**config.mk**
```make
export PLATFORM = sky130hd
export DESIGN_NAME = alu_pipe
export DESIGN_NICKNAME = d
export VERILOG_FILES = /design/src/rtl/alu_pkg.sv /design/src/rtl/alu_comb.sv /design/src/rtl/alu_pipe.sv
export SDC_FILE = /design/constraint.sdc
export NUM_CORES = 1
export LEC_CHECK = 0
export BUFFER_PORTS_ARGS = -buffer_cell sky130_fd_sc_hd__buf_2
export CORE_MARGIN = 3
export CORE_UTILIZATION = 25
export CTS_CLUSTER_SIZE = 10
export DETAILED_ROUTE_END_ITERATION = 16
export PLACE_DENSITY = 0.44
export SYNTH_ARGS = -nofsm -noshare
export SYNTH_HDL_FRONTEND = slang
export SYNTH_SLANG_ARGS = --single-unit
```
**constraint.sdc**
```tcl
create_clock -name clk -period 4 [get_ports clk]
set_input_delay 0.6 -clock clk [delete_from_list [all_inputs] [get_ports clk]]
set_output_delay 0.6 -clock clk [all_outputs]
set_load 0.1 [all_outputs]
```
**src/rtl/alu_pkg.sv**
```systemverilog
// Shared definitions for the registered ALU: op codes, FSM encoding, log2 helper.
// Latency: not applicable (definitions only).
// Backpressure: not applicable.
package alu_pkg;

   localparam logic [3:0] OP_ADD  = 4'd0;
   localparam logic [3:0] OP_SUB  = 4'd1;
   localparam logic [3:0] OP_AND  = 4'd2;
   localparam logic [3:0] OP_OR   = 4'd3;
   localparam logic [3:0] OP_XOR  = 4'd4;
   localparam logic [3:0] OP_SLT  = 4'd5;
   localparam logic [3:0] OP_SLTU = 4'd6;
   localparam logic [3:0] OP_SLL  = 4'd7;
   localparam logic [3:0] OP_SRL  = 4'd8;
   localparam logic [3:0] OP_SRA  = 4'd9;

   typedef enum logic [1:0] {
      ST_IDLE  = 2'd0,
      ST_SHIFT = 2'd1,
      ST_HOLD  = 2'd2
   } state_t;

   // Smallest r with 2**r >= v; sizes the shift-amount field.
   function automatic int clog2(input int v);
      int r;
      r = 0;
      for (int i = 0; i < 31; i++) begin
         if ((1 << i) < v) r = i + 1;
      end
      return r;
   endfunction

endpackage

```
**src/rtl/alu_comb.sv**
```systemverilog
// Combinational WIDTH-generic ALU datapath: op, a, b -> result and arithmetic flags.
// Latency: zero cycles (pure combinational).
// Backpressure: none; the caller registers the outputs.
module alu_comb
   import alu_pkg::*;
#(
   parameter int WIDTH = 32
) (
   input  logic [3:0]       op,
   input  logic [WIDTH-1:0] a,
   input  logic [WIDTH-1:0] b,
   output logic [WIDTH-1:0] result,
   output logic             carry,
   output logic             overflow,
   output logic             illegal
);

   localparam int SW = clog2(WIDTH);

   logic [SW-1:0] shamt;
   logic [WIDTH:0] add_sum;
   logic [WIDTH:0] sub_sum;
   logic           add_ovf;
   logic           sub_ovf;
   logic           slt;

   assign shamt   = b[SW-1:0];
   assign add_sum = {1'b0, a} + {1'b0, b};
   // Subtraction as a + ~b + 1 so bit WIDTH is the "no borrow" flag.
   assign sub_sum = {1'b0, a} + {1'b0, ~b} + {{WIDTH{1'b0}}, 1'b1};
   assign add_ovf = (a[WIDTH-1] == b[WIDTH-1]) && (add_sum[WIDTH-1] != a[WIDTH-1]);
   assign sub_ovf = (a[WIDTH-1] != b[WIDTH-1]) && (sub_sum[WIDTH-1] != a[WIDTH-1]);
   // Signed less-than: difference sign corrected by overflow.
   assign slt     = sub_sum[WIDTH-1] ^ sub_ovf;

   // Op decode; flags other than illegal only meaningful for ADD/SUB.
   always_comb begin
      result   = '0;
      carry    = 1'b0;
      overflow = 1'b0;
      illegal  = 1'b0;
      case (op)
         OP_ADD: begin
            result   = add_sum[WIDTH-1:0];
            carry    = add_sum[WIDTH];
            overflow = add_ovf;
         end
         OP_SUB: begin
            result   = sub_sum[WIDTH-1:0];
            carry    = sub_sum[WIDTH];
            overflow = sub_ovf;
         end
         OP_AND:  result = a & b;
         OP_OR:   result = a | b;
         OP_XOR:  result = a ^ b;
         OP_SLT:  result = {{(WIDTH-1){1'b0}}, slt};
         OP_SLTU: result = {{(WIDTH-1){1'b0}}, (a < b)};
         OP_SLL:  result = a << shamt;
         OP_SRL:  result = a >> shamt;
         OP_SRA:  result = $signed(a) >>> shamt;
         default: illegal = 1'b1;
      endcase
   end

endmodule

```
**src/rtl/alu_pipe.sv**
```systemverilog
// Registered EX-stage ALU with valid/ready handshake, tag passthrough and optional iterative shifter.
// Latency: 1 cycle, or shamt+2 cycles for shifts when ITER_SHIFT=1.
// Backpressure: one-deep result register; in_ready drops while a result is stalled or a shift iterates.
module alu_pipe
   import alu_pkg::*;
#(
   parameter int WIDTH      = 32,
   parameter int TAG_W      = 5,
   parameter int ITER_SHIFT = 0
) (
   input  logic             clk,
   input  logic             rst,
   input  logic             in_valid,
   output logic             in_ready,
   input  logic [WIDTH-1:0] a,
   input  logic [WIDTH-1:0] b,
   input  logic [3:0]       op,
   input  logic [TAG_W-1:0] tag_in,
   output logic             out_valid,
   input  logic             out_ready,
   output logic [WIDTH-1:0] result,
   output logic [TAG_W-1:0] tag_out,
   output logic             carry,
   output logic             overflow,
   output logic             zero,
   output logic             negative,
   output logic             illegal
);

   localparam int SW = clog2(WIDTH);

   state_t           state;
   logic [WIDTH-1:0] work;
   logic [SW-1:0]    cnt;
   logic [3:0]       sop;
   logic [TAG_W-1:0] ptag;

   logic [WIDTH-1:0] c_res;
   logic             c_carry;
   logic             c_ovf;
   logic             c_ill;
   logic             accept;
   logic             is_shift;
   logic             go_iter;

   alu_comb #(.WIDTH(WIDTH)) u_comb (
      .op       (op),
      .a        (a),
      .b        (b),
      .result   (c_res),
      .carry    (c_carry),
      .overflow (c_ovf),
      .illegal  (c_ill)
   );

   assign in_ready  = (state == ST_IDLE) || ((state == ST_HOLD) && out_ready);
   assign out_valid = (state == ST_HOLD);
   assign accept    = in_valid && in_ready;
   assign is_shift  = (op == OP_SLL) || (op == OP_SRL) || (op == OP_SRA);
   assign go_iter   = (ITER_SHIFT != 0) && is_shift;

   // FSM, iterative shifter and output registers.
   always_ff @(posedge clk or negedge rst) begin
      if (!rst) begin
         state    <= ST_IDLE;
         work     <= '0;
         cnt      <= '0;
         sop      <= OP_ADD;
         ptag     <= '0;
         result   <= '0;
         tag_out  <= '0;
         carry    <= 1'b0;
         overflow <= 1'b0;
         zero     <= 1'b0;
         negative <= 1'b0;
         illegal  <= 1'b0;
      end else begin
         case (state)
            ST_IDLE, ST_HOLD: begin
               if (accept) begin
                  if (go_iter) begin
                     work  <= a;
                     cnt   <= b[SW-1:0];
                     sop   <= op;
                     ptag  <= tag_in;
                     state <= ST_SHIFT;
                  end else begin
                     result   <= c_res;
                     tag_out  <= tag_in;
                     carry    <= c_carry;
                     overflow <= c_ovf;
                     illegal  <= c_ill;
                     zero     <= (c_res == '0);
                     negative <= c_res[WIDTH-1];
                     state    <= ST_HOLD;
                  end
               end else if ((state == ST_HOLD) && out_ready) begin
                  state <= ST_IDLE;
               end
            end
            ST_SHIFT: begin
               if (cnt != '0) begin
                  case (sop)
                     OP_SLL:  work <= {work[WIDTH-2:0], 1'b0};
                     OP_SRL:  work <= {1'b0, work[WIDTH-1:1]};
                     default: work <= {work[WIDTH-1], work[WIDTH-1:1]};
                  endcase
                  cnt <= cnt - SW'(1);
               end else begin
                  result   <= work;
                  tag_out  <= ptag;
                  carry    <= 1'b0;
                  overflow <= 1'b0;
                  illegal  <= 1'b0;
                  zero     <= (work == '0);
                  negative <= work[WIDTH-1];
                  state    <= ST_HOLD;
               end
            end
            default: state <= ST_IDLE;
         endcase
      end
   end

endmodule

```
-- After elaboration in Yosys (flattened, before gate mapping)
Index checks and enable logic that the tools add are counted.
- add/sub/neg operators: 4
- reductions and logical operators: 15
- equality and inequality tests: 18
- bitwise gates (word level): 5
- shift operators: 3
- magnitude comparators: 1
- multiplexer cells: 26
- operators with widths (cell ; count):
    $pmux W32 S10 ; 1
    $add A32 B32 Y33 ; 2
    $mux W32 ; 2
    $pmux W32 S2 ; 1
    $add A33 B1 Y33 const B ; 1
    $and A32 B32 Y32 ; 1
    $logic_not A32 Y1 ; 1
    $lt A32 B32 Y1 ; 1
    $not A32 Y32 ; 1
    $or A32 B32 Y32 ; 1
    $shl A32 B5 Y32 ; 1
    $shr A32 B5 Y32 ; 1
    $sshr A32 B5 Y32 ; 1
    $xor A32 B32 Y32 ; 1
    $eq A4 B3 Y1 const B ; 4
    $pmux W1 S2 ; 7
    $mux W5 ; 2
    $pmux W5 S2 ; 1
    $reduce_or A10 Y1 ; 1
    $eq A4 B2 Y1 const B ; 2
    $eq A4 B4 Y1 const B ; 2
    $mux W1 ; 8
    $mux W2 ; 3
    $reduce_bool A5 Y1 ; 1
    other kinds (18) ; 25
- input bits: 77
- bits in registers: 49

-- Depth between registers and ports, before layout
- depth after elaboration: 10
- depth in mapped cells: 28

-- By module
Synthesis repeated with hierarchy kept, for this count alone.
- cells, all modules: 1431
- area total of the unflattened synthesis: 10475.0 um2
- modules (own cells, without submodules) (module ; cells an instance ; seq. area each (um2) ; area each (um2) ; times used):
    alu_comb ; 1329 ; 0.0 ; 8663.3 ; 1
    alu_pipe ; 102 ; 1051.0 ; 1811.7 ; 1

-- Worst setup path before layout
No wires, ideal clock.
- path kind: in2reg
- start point: input port b[1]
- end point: register zero
- stages: 27
- buffers on the path: 4
- arrival time: 5403 ps
- path slack: -1472 ps
- cell sequence: buf_2 inv_1 buf_2 buf_2 buf_2 ha_1 or2_2 a211o_1 o211a_1 o21ai_2 a211o_4 a311oi_1 nand2_1 a21oi_1 nor2_1 nor2_1 fa_1 a22oi_1 a21oi_1 a31oi_1 o221ai_1 or4_1 a21o_1 a211oi_1 nand4_1 nor4_1 a32o_2
- longest elaborated chain between the ends: 10
- elaborated cells on any way between the ends: 18
- classes of those cells: add/sub: 3; order compare: 1; eq/ne: 1; shift: 3; mux: 3; bitwise: 5; reduce/logical: 2
- RTL lines (item ; RTL line ; text):
    start, declared ; alu_pipe.sv:16 ; input logic [WIDTH-1:0] b,
    $not A32 Y32 ; alu_comb.sv:30 ; assign sub_sum = {1'b0, a} + {1'b0, ~b} + {{WIDTH{1'b0}}, 1'b1};
    $add A32 B32 Y33 ; alu_comb.sv:30 ;
    $add A33 B1 Y33 ; alu_comb.sv:30 ;
    $ne A1 B1 Y1 ; alu_comb.sv:32 ; assign sub_ovf = (a[WIDTH-1] != b[WIDTH-1]) && (sub_sum[WIDTH-1] != a[WIDTH-1]);
    $logic_and A1 B1 Y1 ; alu_comb.sv:32 ;
    $xor A1 B1 Y1 ; alu_comb.sv:34 ; assign slt = sub_sum[WIDTH-1] ^ sub_ovf;
    $pmux W32 S10 * ; alu_comb.sv:42 ; case (op)
    $logic_not A32 Y1 * ; alu_pipe.sv:93 ; zero <= (c_res == '0);
    $mux W1 * ; alu_pipe.sv:80 ; if (accept) begin
    $pmux W1 S2 * ; alu_pipe.sv:78 ; case (state)
    end signal, assigned ; alu_pipe.sv:93 ;
    end signal, assigned ; alu_pipe.sv:115 ; zero <= (work == '0);
    end, declared ; alu_pipe.sv:25 ; output logic zero,
Mark *: on every way between the ends. The rest lies on a longest branch, timed or not. The select of a mux whose other input is x is not followed.
A chain may end at the register's enable or synchronous reset.

-- Worst setup path after layout
- start point: input port a[7]
- end point: register zero
- longest elaborated chain between the ends: 9
- elaborated cells on any way between the ends: 17
- classes of those cells: add/sub: 3; order compare: 1; eq/ne: 1; shift: 3; mux: 3; bitwise: 4; reduce/logical: 2
- RTL lines (item ; RTL line ; text):
    start, declared ; alu_pipe.sv:15 ; input logic [WIDTH-1:0] a,
    $add A32 B32 Y33 ; alu_comb.sv:30 ;
    $add A33 B1 Y33 ; alu_comb.sv:30 ;
    $ne A1 B1 Y1 ; alu_comb.sv:32 ;
    $logic_and A1 B1 Y1 ; alu_comb.sv:32 ;
    $xor A1 B1 Y1 ; alu_comb.sv:34 ;
    $pmux W32 S10 * ; alu_comb.sv:42 ;
    $logic_not A32 Y1 * ; alu_pipe.sv:93 ;
    $mux W1 * ; alu_pipe.sv:80 ;
    $pmux W1 S2 * ; alu_pipe.sv:78 ;
Marked as above.

==> flow_metrics.tcl <==
set metrics [dict create \
    status "complete, but fails checks" \
    violations "negative setup slack" \
    min-delay-path-class "in2async" \
    power.internal_uw 1765 \
    period_share_pct 120.5 \
    worst_pin_slew_ns 1.003 \
    grt_pass1_wl_um 96080 \
    antenna_cells 0 \
    grt_util_all_layers_pct 27.11 \
    synth_cell_types 96 \
    rsz0062_at_grt "yes" \
    synth_nets 1705 \
    pwr-share-comb_pct 73.3 \
    n_fill_cell 4718 \
    synthArstFlopShare_pct 100.0 \
    clock_latency_ns 0.28 \
    synthTopCellsByCount "159 x nand2_1, 140 x nor2_1, 121 x a21oi_1" \
    numPortBuffers 120 \
    cts.clk_slew.worst_paths_ns 0.06 \
    synth-main-ff-cell "dfrtp_1" \
    postRouteAntennaNets 0 \
    fin_skew_ns 0.006181 \
    syn_inst 1523 \
    rows 76 \
    synth_edf_count 0 \
    synth_seq_cells 42 \
    postPlaceCellArea_mm2 0.01547 \
    first_global_vias 14446 \
    vdd_drop_max_uv 218.4 \
    io_pins 121 \
    cts_max_level 2 \
    layout_min_cycle_time_ns 4.821 \
    tns_ns -1.651 \
    final_layout_size_suffix_gt1_share_pct 35.97 \
    pre_cts_slack_ns -1.319 \
    multi_input_area_mm2 0.009321 \
    regArea_mm2 0.001051 \
    place_inst 2572 \
    path_class "in2reg" \
    grt_overflow_total 0 \
    dieHeight_um 216.7 \
    vias 14544 \
    antenna_found_initial 1 \
    first_pass_iters 6 \
    hpwl_um 54670 \
    p_switching_uw 1897 \
    cts_buffer_depth 2 \
    drc 0 \
    vias_per_cell 5.628 \
    layout_setup_ws_ns -0.8207 \
    grt_max_degree 88 \
    drt_iter0_drc 1551 \
    critPathMaxStageDelay_ns 0.54 \
    gp_congestion 1.007 \
    clock_sinks 42 \
    synth_most_common_cell "nand2_1" \
    cp_slowest_cell "or4_4" \
    p_seq_share_pct 14.1 \
    area_growth_pct 43.31 \
    cap_violations 0 \
    layoutNonFillerInstCount 2584 \
    syn-cell-area_mm2 0.01109 \
    crit_chain "buf_6 > inv_4 > ha_4 > or4_4 > or4_4 > o211a_1 > o21ai_4 > a211o_4 > a311oi_4 > nand2_1 > a21oi_2 > nor2_1 > nor2_1 > fa_2 > a22oi_2 > a21oi_2 > a31oi_1 > o221ai_1 > or4_1 > a21o_1 > a211oi_2 > nand4_1 > nor4_2 > a32o_2" \
    p_total_uw 3662 \
    p_leak_uw 0.007380 \
    slew_headroom_pct 32.57 \
    numCtsBuffers 5 \
    fmax_mhz 207.4 \
    clock_power_share_pct 12.7 \
    cts_tree "yes" \
    cts_hold_buf 0 \
    die_x_um 216.7 \
    cp_max_fo 2 \
    synth_top_area_cell "ha_1" \
    clockRootBuffer "clkbuf_16" \
    die_area_mm2 0.04694 \
    ys.warnings.count 0 \
    finalMaxSlewViolations 0 \
    yosysTopAreaCellShare_pct 11.50 \
    stdcell_area_mm2 0.01590 \
    swShare_pct 51.79 \
    synthTopCellsByArea "ha_1 12%, dfrtp_1 9.5%, mux4_2 6.3%, a21oi_1 5.5%, mux2i_1 5.4%" \
    coreArea_mm2 0.04346 \
    synth_seq_area_share_pct 9.473 \
    powerDensity_mw_per_mm2 230.3 \
    hold_viol 0 \
    routedWlPerCell_um 25.45 \
    required_ns 4.22 \
    worstPathArrival_ns 5.04 \
    endpoint_kind "flop" \
    setup_violations 3 \
    start_kind "input port" \
    syn_area_per_cell_um2 7.285 \
    final_net_count 2180 \
    wirelength_um 65770 \
    initial_utilization_pct 25.53 \
]
stage by stage:
| stage | utilization, % | hold WS [ns] |
|---|---|---|
| finish | 36.59 | 0.4541 |
| global route | 36.59 | 0.5004 |
| CTS | 36.29 | 0.4731 |
| detailed placement | 35.61 | 0.4579 |
| global placement | 35.61 | 0.4526 |
| floorplan | - | 0.3044 |
layout make-up:
type                       count  share of cell area (%)
multi-input combinational   1268                   58.63
timing repair buffer         583                   26.68
inverter                      98                   2.432
tap                          585                   4.604
clock inverter                 2                  0.2361
sequential                    42                   6.611
clock buffer                   6                  0.8106
sequential cells by signal (all words and copies together) (netlist names):
| name | count |
|---|---|
| carry | 1 |
| tag_out | 5 |
| zero | 1 |
| illegal | 1 |
| state | 1 |
| overflow | 1 |
| result | 32 |
metal layers:
metal / up-vias / track usage, % / wire (um)
li1: 6663 / - / -
met1: 7192 / 35.87 / 27960
met2: 573 / 45.65 / 30890
met3: 114 / 2.159 / 3565
met4: 2 / 11.03 / 3344
met5: - / 0 / 12
layout by cell type, fill, tap and decap left out, types with 12 or more instances in the layout:
master and instances:
a211oi_1 34, a21oi_1 117, a221oi_1 20, a22o_1 12
a22oi_1 12, a31oi_1 14, and2_1 14, and3_1 13
buf_2 114, buf_4 453, dfrtp_1 42, ha_1 95
inv_1 89, mux2_2 19, mux2i_1 60, mux4_2 31
nand2_1 159, nand2b_1 14, nand3_1 31, nor2_1 139
nor2b_1 21, nor3_1 38, nor4_1 17, o211ai_1 22
o21a_1 12, o21ai_0 101, o221ai_1 15, o22ai_1 12
o31ai_1 15, xnor2_1 13
critical path, delay by kind of cell:
family / cells / cell delay (ns)
AO/OA/AOI/OAI: 12 / 1.78
adder cells (fa/ha/maj): 2 / 0.56
buffers and inverters: 2 / 0.15
AND/OR/NAND/NOR: 8 / 1.96
timing repair:
item,4_1_cts,5_1_grt
setup buffers,3,1
pin swaps,5,3
gates cloned,0,0
setup endpoints to repair,8,13
gates resized for setup,25,27
power groups by stage:
stage,sequential [uW],clock [uW],combinational (uW)
3_5_place_dp,524,0,2600
4_1_cts,516,479,2630
2_1_floorplan,953,0,1050
6_report,515,465,2680
5_1_grt,525,499,2830
3_3_place_gp,522,0,2600
cells by family after synthesis:
group | Yosys count | synth area share, %
adder cells (fa/ha/maj) | 105 | 12.04
XOR/XNOR | 17 | 1.342
AND/OR/NAND/NOR | 508 | 21.81
buffers and inverters | 213 | 8.955
multiplexers | 111 | 13.77
AO/OA/AOI/OAI | 527 | 32.60
flip-flops | 42 | 9.473
worst paths after layout:
kind | from | to | slack, ns | depth (start not counted)
min in group clk | tag_out[4]$_DFFE_PN0P_ | tag_out[4]$_DFFE_PN0P_ | 0.47 | 2
worst max-delay path | a[7] | zero$_DFFE_PN0P_ | -0.82 | 24
worst min register to register | tag_out[4]$_DFFE_PN0P_ | tag_out[4]$_DFFE_PN0P_ | 0.47 | 2
worst max register to register | state[1]$_DFFE_PN0P_ | zero$_DFFE_PN0P_ | 0.90 | 12
max in group asynchronous | rst | tag_out[4]$_DFFE_PN0P_ | 2.94 | 1
worst min-delay path | rst | result[29]$_DFFE_PN0P_ | 0.45 | 1
(Power assumes the default switching activity.)
